File: src/rtl/param_datapath_pkg.sv
// Shared opcodes, FSM encoding and instruction field helpers for param_datapath.
// Field helpers take the data width and register-address width as arguments.
package param_datapath_pkg;

    localparam logic [2:0] OP_NOP  = 3'b000;
    localparam logic [2:0] OP_LDI  = 3'b001;
    localparam logic [2:0] OP_ADD  = 3'b010;
    localparam logic [2:0] OP_SUB  = 3'b011;
    localparam logic [2:0] OP_AND  = 3'b100;
    localparam logic [2:0] OP_MOV  = 3'b101;
    localparam logic [2:0] OP_JNZ  = 3'b110;
    localparam logic [2:0] OP_HALT = 3'b111;

    typedef enum logic [1:0] {
        S_IDLE,
        S_FETCH,
        S_EXEC,
        S_HALT
    } state_e;

    // Word layout, MSB first: op[2:0], rd[ra], rs[ra], imm[width]
    function automatic logic [2:0] f_op(input logic [63:0] ins,
                                        input int width, input int ra);
        return 3'(ins >> (width + 2 * ra));
    endfunction

    function automatic logic [31:0] f_rd(input logic [63:0] ins,
                                         input int width, input int ra);
        return 32'(ins >> (width + ra)) & ((32'd1 << ra) - 32'd1);
    endfunction

    function automatic logic [31:0] f_rs(input logic [63:0] ins,
                                         input int width, input int ra);
        return 32'(ins >> width) & ((32'd1 << ra) - 32'd1);
    endfunction

    function automatic logic [63:0] f_imm(input logic [63:0] ins,
                                          input int width);
        return ins & ((64'd1 << width) - 64'd1);
    endfunction

endpackage

File: src/rtl/param_datapath_regfile.sv
// NUM_REGS x WIDTH register file: one write port, two combinational reads,
// async active-high reset and a flattened view with R0 in the low bits.
module dp_regfile
    import param_datapath_pkg::*;
#(
    parameter int WIDTH    = 4,
    parameter int NUM_REGS = 4,
    parameter int RA       = 2
) (
    input  logic                      clk,
    input  logic                      rst,
    input  logic                      we_i,
    input  logic [RA-1:0]             waddr_i,
    input  logic [WIDTH-1:0]          wdata_i,
    input  logic [RA-1:0]             raddr_a_i,
    input  logic [RA-1:0]             raddr_b_i,
    output logic [WIDTH-1:0]          rdata_a_o,
    output logic [WIDTH-1:0]          rdata_b_o,
    output logic [NUM_REGS*WIDTH-1:0] regs_o
);

    logic [WIDTH-1:0] mem_q [NUM_REGS];

    always_ff @(posedge clk or posedge rst) begin
        if (rst) begin
            for (int i = 0; i < NUM_REGS; i++) begin
                mem_q[i] <= '0;
            end
        end else if (we_i) begin
            mem_q[waddr_i] <= wdata_i;
        end
    end

    assign rdata_a_o = mem_q[raddr_a_i];
    assign rdata_b_o = mem_q[raddr_b_i];

    for (genvar g = 0; g < NUM_REGS; g++) begin : g_flat
        assign regs_o[g*WIDTH +: WIDTH] = mem_q[g];
    end

endmodule

File: src/rtl/param_datapath.sv
// Parametrised fetch/execute datapath: PC, 4-state FSM, register file, ALU.
// Define SINGLE_STEP_EN to add the step input (one instruction per pulse).
module param_datapath
    import param_datapath_pkg::*;
#(
    parameter int  WIDTH    = 4,
    parameter int  NUM_REGS = 4,
    parameter int  PC_W     = 4,
    localparam int RA       = $clog2(NUM_REGS),
    localparam int INS_W    = 3 + 2 * RA + WIDTH
) (
    input  logic                      clk,
    input  logic                      rst,
    input  logic                      set_pc,
    input  logic [PC_W-1:0]           start_pc,
    input  logic                      run_en,
`ifdef SINGLE_STEP_EN
    input  logic                      step,
`endif
    output logic                      ins_rd_en,
    output logic [PC_W-1:0]           ins_addr,
    input  logic [INS_W-1:0]          ins_data,
    output logic [NUM_REGS*WIDTH-1:0] regs,
    output logic                      carry,
    output logic                      halted
);

    state_e           state_q, state_d;
    logic [PC_W-1:0]  pc_q, pc_d;
    logic [PC_W-1:0]  addr_q, addr_d;
    logic             carry_q, carry_d;

    logic [2:0]       op;
    logic [RA-1:0]    rd_idx, rs_idx;
    logic [WIDTH-1:0] imm_w, rd_val, rs_val;
    logic [PC_W-1:0]  jmp_tgt;
    logic             wr_en;
    logic [WIDTH-1:0] wr_data;
    logic             go, cont;

    assign op      = f_op(64'(ins_data), WIDTH, RA);
    assign rd_idx  = RA'(f_rd(64'(ins_data), WIDTH, RA));
    assign rs_idx  = RA'(f_rs(64'(ins_data), WIDTH, RA));
    assign imm_w   = WIDTH'(f_imm(64'(ins_data), WIDTH));
    assign jmp_tgt = PC_W'(imm_w);

`ifdef SINGLE_STEP_EN
    assign go   = run_en && step;
    assign cont = 1'b0;
`else
    assign go   = run_en;
    assign cont = run_en;
`endif

    dp_regfile #(
        .WIDTH    (WIDTH),
        .NUM_REGS (NUM_REGS),
        .RA       (RA)
    ) u_rf (
        .clk       (clk),
        .rst       (rst),
        .we_i      (wr_en),
        .waddr_i   (rd_idx),
        .wdata_i   (wr_data),
        .raddr_a_i (rd_idx),
        .raddr_b_i (rs_idx),
        .rdata_a_o (rd_val),
        .rdata_b_o (rs_val),
        .regs_o    (regs)
    );

    always_comb begin
        state_d = state_q;
        pc_d    = pc_q;
        addr_d  = addr_q;
        carry_d = carry_q;
        wr_en   = 1'b0;
        wr_data = rd_val;
        case (state_q)
            S_IDLE: begin
                if (go) state_d = S_FETCH;
            end
            S_FETCH: begin
                addr_d  = pc_q;
                state_d = S_EXEC;
            end
            S_EXEC: begin
                pc_d = pc_q + PC_W'(1);
                case (op)
                    OP_LDI: begin
                        wr_en   = 1'b1;
                        wr_data = imm_w;
                    end
                    OP_ADD: begin
                        wr_en = 1'b1;
                        {carry_d, wr_data} = {1'b0, rd_val} + {1'b0, rs_val};
                    end
                    // Top bit of the widened difference is the borrow
                    OP_SUB: begin
                        wr_en = 1'b1;
                        {carry_d, wr_data} = {1'b0, rd_val} - {1'b0, rs_val};
                    end
                    OP_AND: begin
                        wr_en   = 1'b1;
                        wr_data = rd_val & rs_val;
                    end
                    OP_MOV: begin
                        wr_en   = 1'b1;
                        wr_data = rs_val;
                    end
                    OP_JNZ: begin
                        if (rd_val != '0) pc_d = jmp_tgt;
                    end
                    OP_HALT: begin
                        pc_d = pc_q;
                    end
                    default: ;
                endcase
                if (op == OP_HALT) state_d = S_HALT;
                else if (cont)     state_d = S_FETCH;
                else               state_d = S_IDLE;
            end
            S_HALT: ;
            default: state_d = S_IDLE;
        endcase
        // set_pc overrides everything, including an in-flight EXEC
        if (set_pc) begin
            pc_d    = start_pc;
            state_d = S_IDLE;
            wr_en   = 1'b0;
            carry_d = carry_q;
        end
    end

    always_ff @(posedge clk or posedge rst) begin
        if (rst) begin
            state_q <= S_IDLE;
            pc_q    <= '0;
            addr_q  <= '0;
            carry_q <= 1'b0;
        end else begin
            state_q <= state_d;
            pc_q    <= pc_d;
            addr_q  <= addr_d;
            carry_q <= carry_d;
        end
    end

    assign ins_rd_en = (state_q == S_FETCH);
    assign ins_addr  = ins_rd_en ? pc_q : addr_q;
    assign carry     = carry_q;
    assign halted    = (state_q == S_HALT);

endmodule

File: config.mk
export PLATFORM = sky130hd
export DESIGN_NAME = param_datapath
export DESIGN_NICKNAME = d
export VERILOG_FILES = /design/src/rtl/param_datapath_pkg.sv /design/src/rtl/param_datapath_regfile.sv /design/src/rtl/param_datapath.sv
export SDC_FILE = /design/constraint.sdc
export NUM_CORES = 1
export LEC_CHECK = 0
export ABC_CLOCK_PERIOD_IN_PS = 5150
export BUFFER_PORTS_ARGS = -buffer_cell sky130_fd_sc_hd__buf_2
export CAP_MARGIN = 10
export CORE_MARGIN = 2
export CORE_UTILIZATION = 59
export DETAILED_ROUTE_END_ITERATION = 8
export MAX_ROUTING_LAYER = met4
export PLACE_DENSITY = 0.85
export RECOVER_POWER = 50
export SYNTH_ARGS = -nofsm -noshare
export SYNTH_HDL_FRONTEND = slang
export SYNTH_SLANG_ARGS = --single-unit
File: constraint.sdc
create_clock -name clk -period 5.15 [get_ports clk]
set_input_delay 0.7725 -clock clk [delete_from_list [all_inputs] [get_ports clk]]
set_output_delay 0.7725 -clock clk [all_outputs]
set_load 0.01 [all_outputs]
# Word level (Yosys, flattened, before mapping)
# Index checks and enable logic that the tools add are counted.
[classes]
bitwise_logic = 4
reduce_logical = 10
eq_ne = 12
magnitude_cmp = 3
muxes = 25
add_sub_neg = 3
[ops]
columns = ["cell", "count"]
rows = [
  ["$mux 4", 10],
  ["$pmux 4 s5", 1],
  ["$bmux 4 s2", 2],
  ["$bwmux 16", 1],
  ["$eq 3x3->1 const B", 4],
  ["$demux 4 s2", 1],
  ["$pmux 4 s2", 1],
  ["$reduce_bool 4->1", 2],
  ["$eq 3x2->1 const B", 2],
  ["$ge 3x3->1 const B", 2],
  ["$mux 2", 3],
  ["$not 2->3", 2],
  ["$pmux 2 s3", 1],
  ["$add 4x4->5", 1],
  ["$reduce_or 5->1", 1],
  ["$sub 4x4->5", 1],
  ["$add 4x1->4 const B", 1],
  ["$and 4x4->4", 1],
  ["$eq 2x2->1 const B", 2],
  ["$mux 1", 4],
  ["$reduce_and 2->1", 2],
  ["$reduce_bool 2->1", 2],
  ["$eq 3x1->1 const B", 1],
  ["$lt 3x1->1 const B", 1],
  ["8 further kinds", 8],
]
[word_totals]
wordCells = 65
regBits = 27
out_inout_bits = 23
input_bits = 19

# Logic depth before layout (Yosys ltp)
[depth]
ltp_word = 9
ltp_mapped = 11
depth_no_buf = 10

# By module
# Synthesis repeated with hierarchy kept, for this count alone.
[unflattened]
cells_unflattened = 184
hier_area_um2 = 2011.9
[modules_own_cells]
columns = ["mod", "cells_each", "n_inst", "seq_area_each_um2", "area_each_um2"]
rows = [
  ["param_datapath", 139, 1, 275.3, 1208.7],
  ["dp_regfile", 45, 1, 400.4, 803.3],
]

# Least setup slack after synthesis
# Ideal clock, no wire load.
[synth_path]
path_kind = "in2reg"
start = "in ins_data[6]"
end = "reg u_rf.mem_q, in the netlist u_rf.regs_o[10]"
n_path_buf = 1
path_stages = 11
t_required_ps = 5025
setup_time_ps = 125
path_slack_ps = 1974
arrival_time_ps = 3052
cell_sequence = "buf_6 > mux4_2 > inv_1 > ha_1 > inv_1 > fa_1 > and2_1 > or3_1 > a31oi_1 > a21oi_1 > mux2_2"
[synth_between]
elab_chain_len = 8
elab_cells_between_ends = 15
classes_between = "add/sub (2); order compare (2); mux (8); bitwise (2); reduce/logical (1)"
[synth_lines]
columns = ["element", "line", "source"]
rows = [
  ["start, declared", "param_datapath.sv:22", "input logic [INS_W-1:0] ins_data,"],
  ["$not 2->3 (implied by the code) (*)", "param_datapath_regfile.sv:30, param_datapath_regfile.sv:34", ""],
  ["$bmux 4 s2", "param_datapath_regfile.sv:34", "assign rdata_a_o = mem_q[raddr_a_i];"],
  ["$mux 4 (implied by the code) (2 in series)", "param_datapath_regfile.sv:34", ""],
  ["$sub 4x4->5, or another cell as far along", "param_datapath.sv:101", "{carry_d, wr_data} = {1'b0, rd_val} - {1'b0, rs_val};"],
  ["$pmux 4 s5", "param_datapath.sv:89", "case (op)"],
  ["$mux 4", "param_datapath.sv:79", "case (state_q)"],
  ["$bwmux 16 (*)", "param_datapath_regfile.sv:30", "mem_q[waddr_i] <= wdata_i;"],
  ["end signal, assigned by index", "param_datapath_regfile.sv:30", ""],
  ["end, declared", "param_datapath_regfile.sv:22", "logic [WIDTH-1:0] mem_q [NUM_REGS];"],
]
# Every way passes the cells marked *; elsewhere a longest branch is shown, timed or not. The select of a mux whose other input is x is not followed.
# A chain may end at the register's enable or synchronous reset.

# Worst setup path after layout
[layout_path]
start = "in ins_data[6]"
end = "reg u_rf.mem_q, in the netlist u_rf.regs_o[14]"
# Same word-level chain as after synthesis.

==> flow_metrics.tcl <==
set metrics [dict create \
    hold_path_depth 1 \
    clock-sinks 27 \
    core_area_um2 3100 \
    syn_to_final_growth_pct 12.5 \
    num_io_pins 42 \
    grt_max_degree 28 \
    leakagePower_nw 1.07 \
    crit_path_top_delay_cell "mux4_2" \
    dieHeight_um 61.5 \
    dr_total_vias 1589 \
    cap_viol_max_count 0 \
    arrival_ns 3.33 \
    tightest_slew_ns 1.04 \
    antenna_cells 0 \
    firstDrtPassIters 4 \
    synthCells 183 \
    clkPwrFrac_pct 16.3 \
    cp_max_fo 7 \
    setup_violations 0 \
    synth_edf_count 0 \
    grt_pass1_wl_um 6910 \
    max_stage_delay_ns 0.60 \
    ys_types 43 \
    numCtsBuffers 3 \
    path_cells "buf_2 > mux4_2 > inv_1 > ha_1 > inv_1 > fa_1 > and2_1 > or3_1 > a31oi_1 > a21oi_1 > mux2_2" \
    clockBufferDepth 2 \
    clk_pin_slew_ns 0.14 \
    wl_um 4250 \
    hold_path.class "flip-flop to flip-flop" \
    dr_wl_met3_um 224 \
    wl_met2_um 2030 \
    critPathKind "input port to flip-flop" \
    start_util_pct 62.9 \
    rows 20 \
    setup_slack_ns 2.05 \
    grt_use_total_pct 25.6 \
    clk_latency_ns 0.32 \
    root_buffer "clkbuf_4" \
    nets 256 \
    first_global_vias 1426 \
    gr-total-overflow 0 \
    pwr_density_cell_nw_per_um2 257 \
    p_int_mw 0.371 \
    gp_congestion 0.929 \
    period_minus_slack_ns 3.10 \
    ant_nets 0 \
    ctsHtreeMaxLevel 1 \
    ys_seq_area_share_pct 34.6 \
    antenna_found_initial 0 \
    power_mw 0.566 \
    cp-end-kind "flip-flop" \
    rsz0062_at_grt "no" \
    port_buffers 41 \
    layout_commonest_cell "buf_2" \
    vias_per_cell 6.00 \
    power.share.combinational_pct 36.0 \
    ys.flop_type "dfrtp_1" \
    fin_setup_tns_ns 0 \
    instances_no_fill 265 \
    async_flop_share_pct 100 \
    post_dp_cell_area_um2 2180 \
    swShare_pct 34.5 \
    cts_resized 0 \
    startpoint_type "input port" \
    cp.required_ns 5.38 \
    reg2reg_slack_ns 2.29 \
    drive_gt1_share_pct 31.2 \
    top_layer "met4" \
    cts_hold_buf 0 \
    wire_per_inst_um 16.0 \
    dr.first_iter.drc_count 97 \
    synth_top_area_share_pct 34.6 \
    crit_top_cell "inv_1" \
    synth_area_leader_cell "dfrtp_1" \
    r2r.worst_path.cells 10 \
    die_area_um2 3790 \
    die_w_um 61.5 \
    drt-met1-wl_um 1930 \
    status "completed" \
    finalClockSkew_ns 0.00312 \
    fin_crit_sh_pct 60.2 \
    final_cell_area_um2 2200 \
    slew_viol_final 0 \
    place_ws_ns 1.72 \
    avgSynthCellArea_um2 10.7 \
    yosysWarnings 0 \
    synth-seq-cells 27 \
    placed_cells 261 \
    power_switching_mw 0.195 \
    cts_setup_buffers 0 \
    syn_area_um2 1950 \
    final-hold-violation-count 0 \
    p_seq_share_pct 47.8 \
    mappedNetlistNets 217 \
    drc_errors 0 \
    final_cell_mix "buf_2, dfrtp_1, mux2_2, inv_1, ha_1" \
    dp_hpwl_um 3390 \
    fmax_ghz 0.323 \
    yosys-top-cells-area "dfrtp_1, mux2_2, ha_1" \
    relSlewSlack_pct 30.9 \
    ir_drop_uv 249 \
    cts_tree "done" \
]
## sequential cells by signal, indices dropped and copies added (netlist names)
signal / flops
u_rf.regs_o: 16
addr_q: 4
pc_q: 4
state_q: 2
carry: 1
## worst max-delay path, delay by kind of cell
kind	cells	cell delay [ns]
mux	2	0.88
fa+ha+maj	2	0.51
simple gates	2	0.49
buf+inv	3	0.35
compound gates	2	0.33
## logic make-up (layout without fill, tap and decap cells)
logic type,Yosys count,count (layout),synth area share (%)
mux,30,30,21.8
fa+ha+maj,15,15,10.4
buf+inv,23,61,4.93
xor+xnor,2,2,0.897
compound gates,37,37,12.4
simple gates,49,49,15.0
flops,27,27,34.6
## layout make-up
type / count / area [um^2]
multi-input combinational: 133 / 1180
fill: 262 / 906
clock buffer: 4 / 26.3
timing repair buffer: 41 / 199
tap: 44 / 55.1
inverter: 16 / 60.1
sequential: 27 / 676
## cells in the mapped netlist (all sizes together) (3+ instances only)
cell type and instances:
a21oi 11, a22oi 3, a31oi 5, clkbuf 5, dfrtp 27, ha 13, inv 16, mux2 18
mux2i 4, mux4 8, nand2 7, nand3 4, nor2 12, nor2b 5, nor3 8, o21ai 4
o22ai 4
## final timing paths
check | from | end
hold / removal | addr_q[2]$_DFF_PP0_ | addr_q[2]$_DFF_PP0_
min in group asynchronous | rst | addr_q[1]$_DFF_PP0_
max in group asynchronous | rst | u_rf.regs_o[8]$_DFFE_PP0P_
setup reg to reg | u_rf.regs_o[12]$_DFFE_PP0P_ | u_rf.regs_o[14]$_DFFE_PP0P_
hold reg to reg | addr_q[2]$_DFF_PP0_ | addr_q[2]$_DFF_PP0_
setup / recovery | ins_data[6] | u_rf.regs_o[14]$_DFFE_PP0P_
## metrics by stage
step           util [%]  hold WS, ns
2_1_floorplan         -        0.513
4_1_cts            71.0        0.516
3_5_place_dp       70.2        0.483
5_1_grt            70.8        0.536
6_report           70.8        0.496
3_3_place_gp       70.2        0.475
## power by group through the flow
stage | sequential, mW | clock [mW] | combinational, mW
after detailed placement | 0.274 | 0 | 0.207
after CTS | 0.270 | 0.0948 | 0.207
after floorplan | 0.274 | 0 | 0.141
after global routing | 0.275 | 0.104 | 0.226
after global placement | 0.273 | 0 | 0.201
final | 0.270 | 0.0920 | 0.203
## layer usage
metal  up-vias  GRT usage (%)
met2        53           38.5
met3         8           2.73
met4         0           6.38
li1        759              -
met1       769           37.5
met5         -              -
No activity file was read; power rests on OpenSTA's default activity.
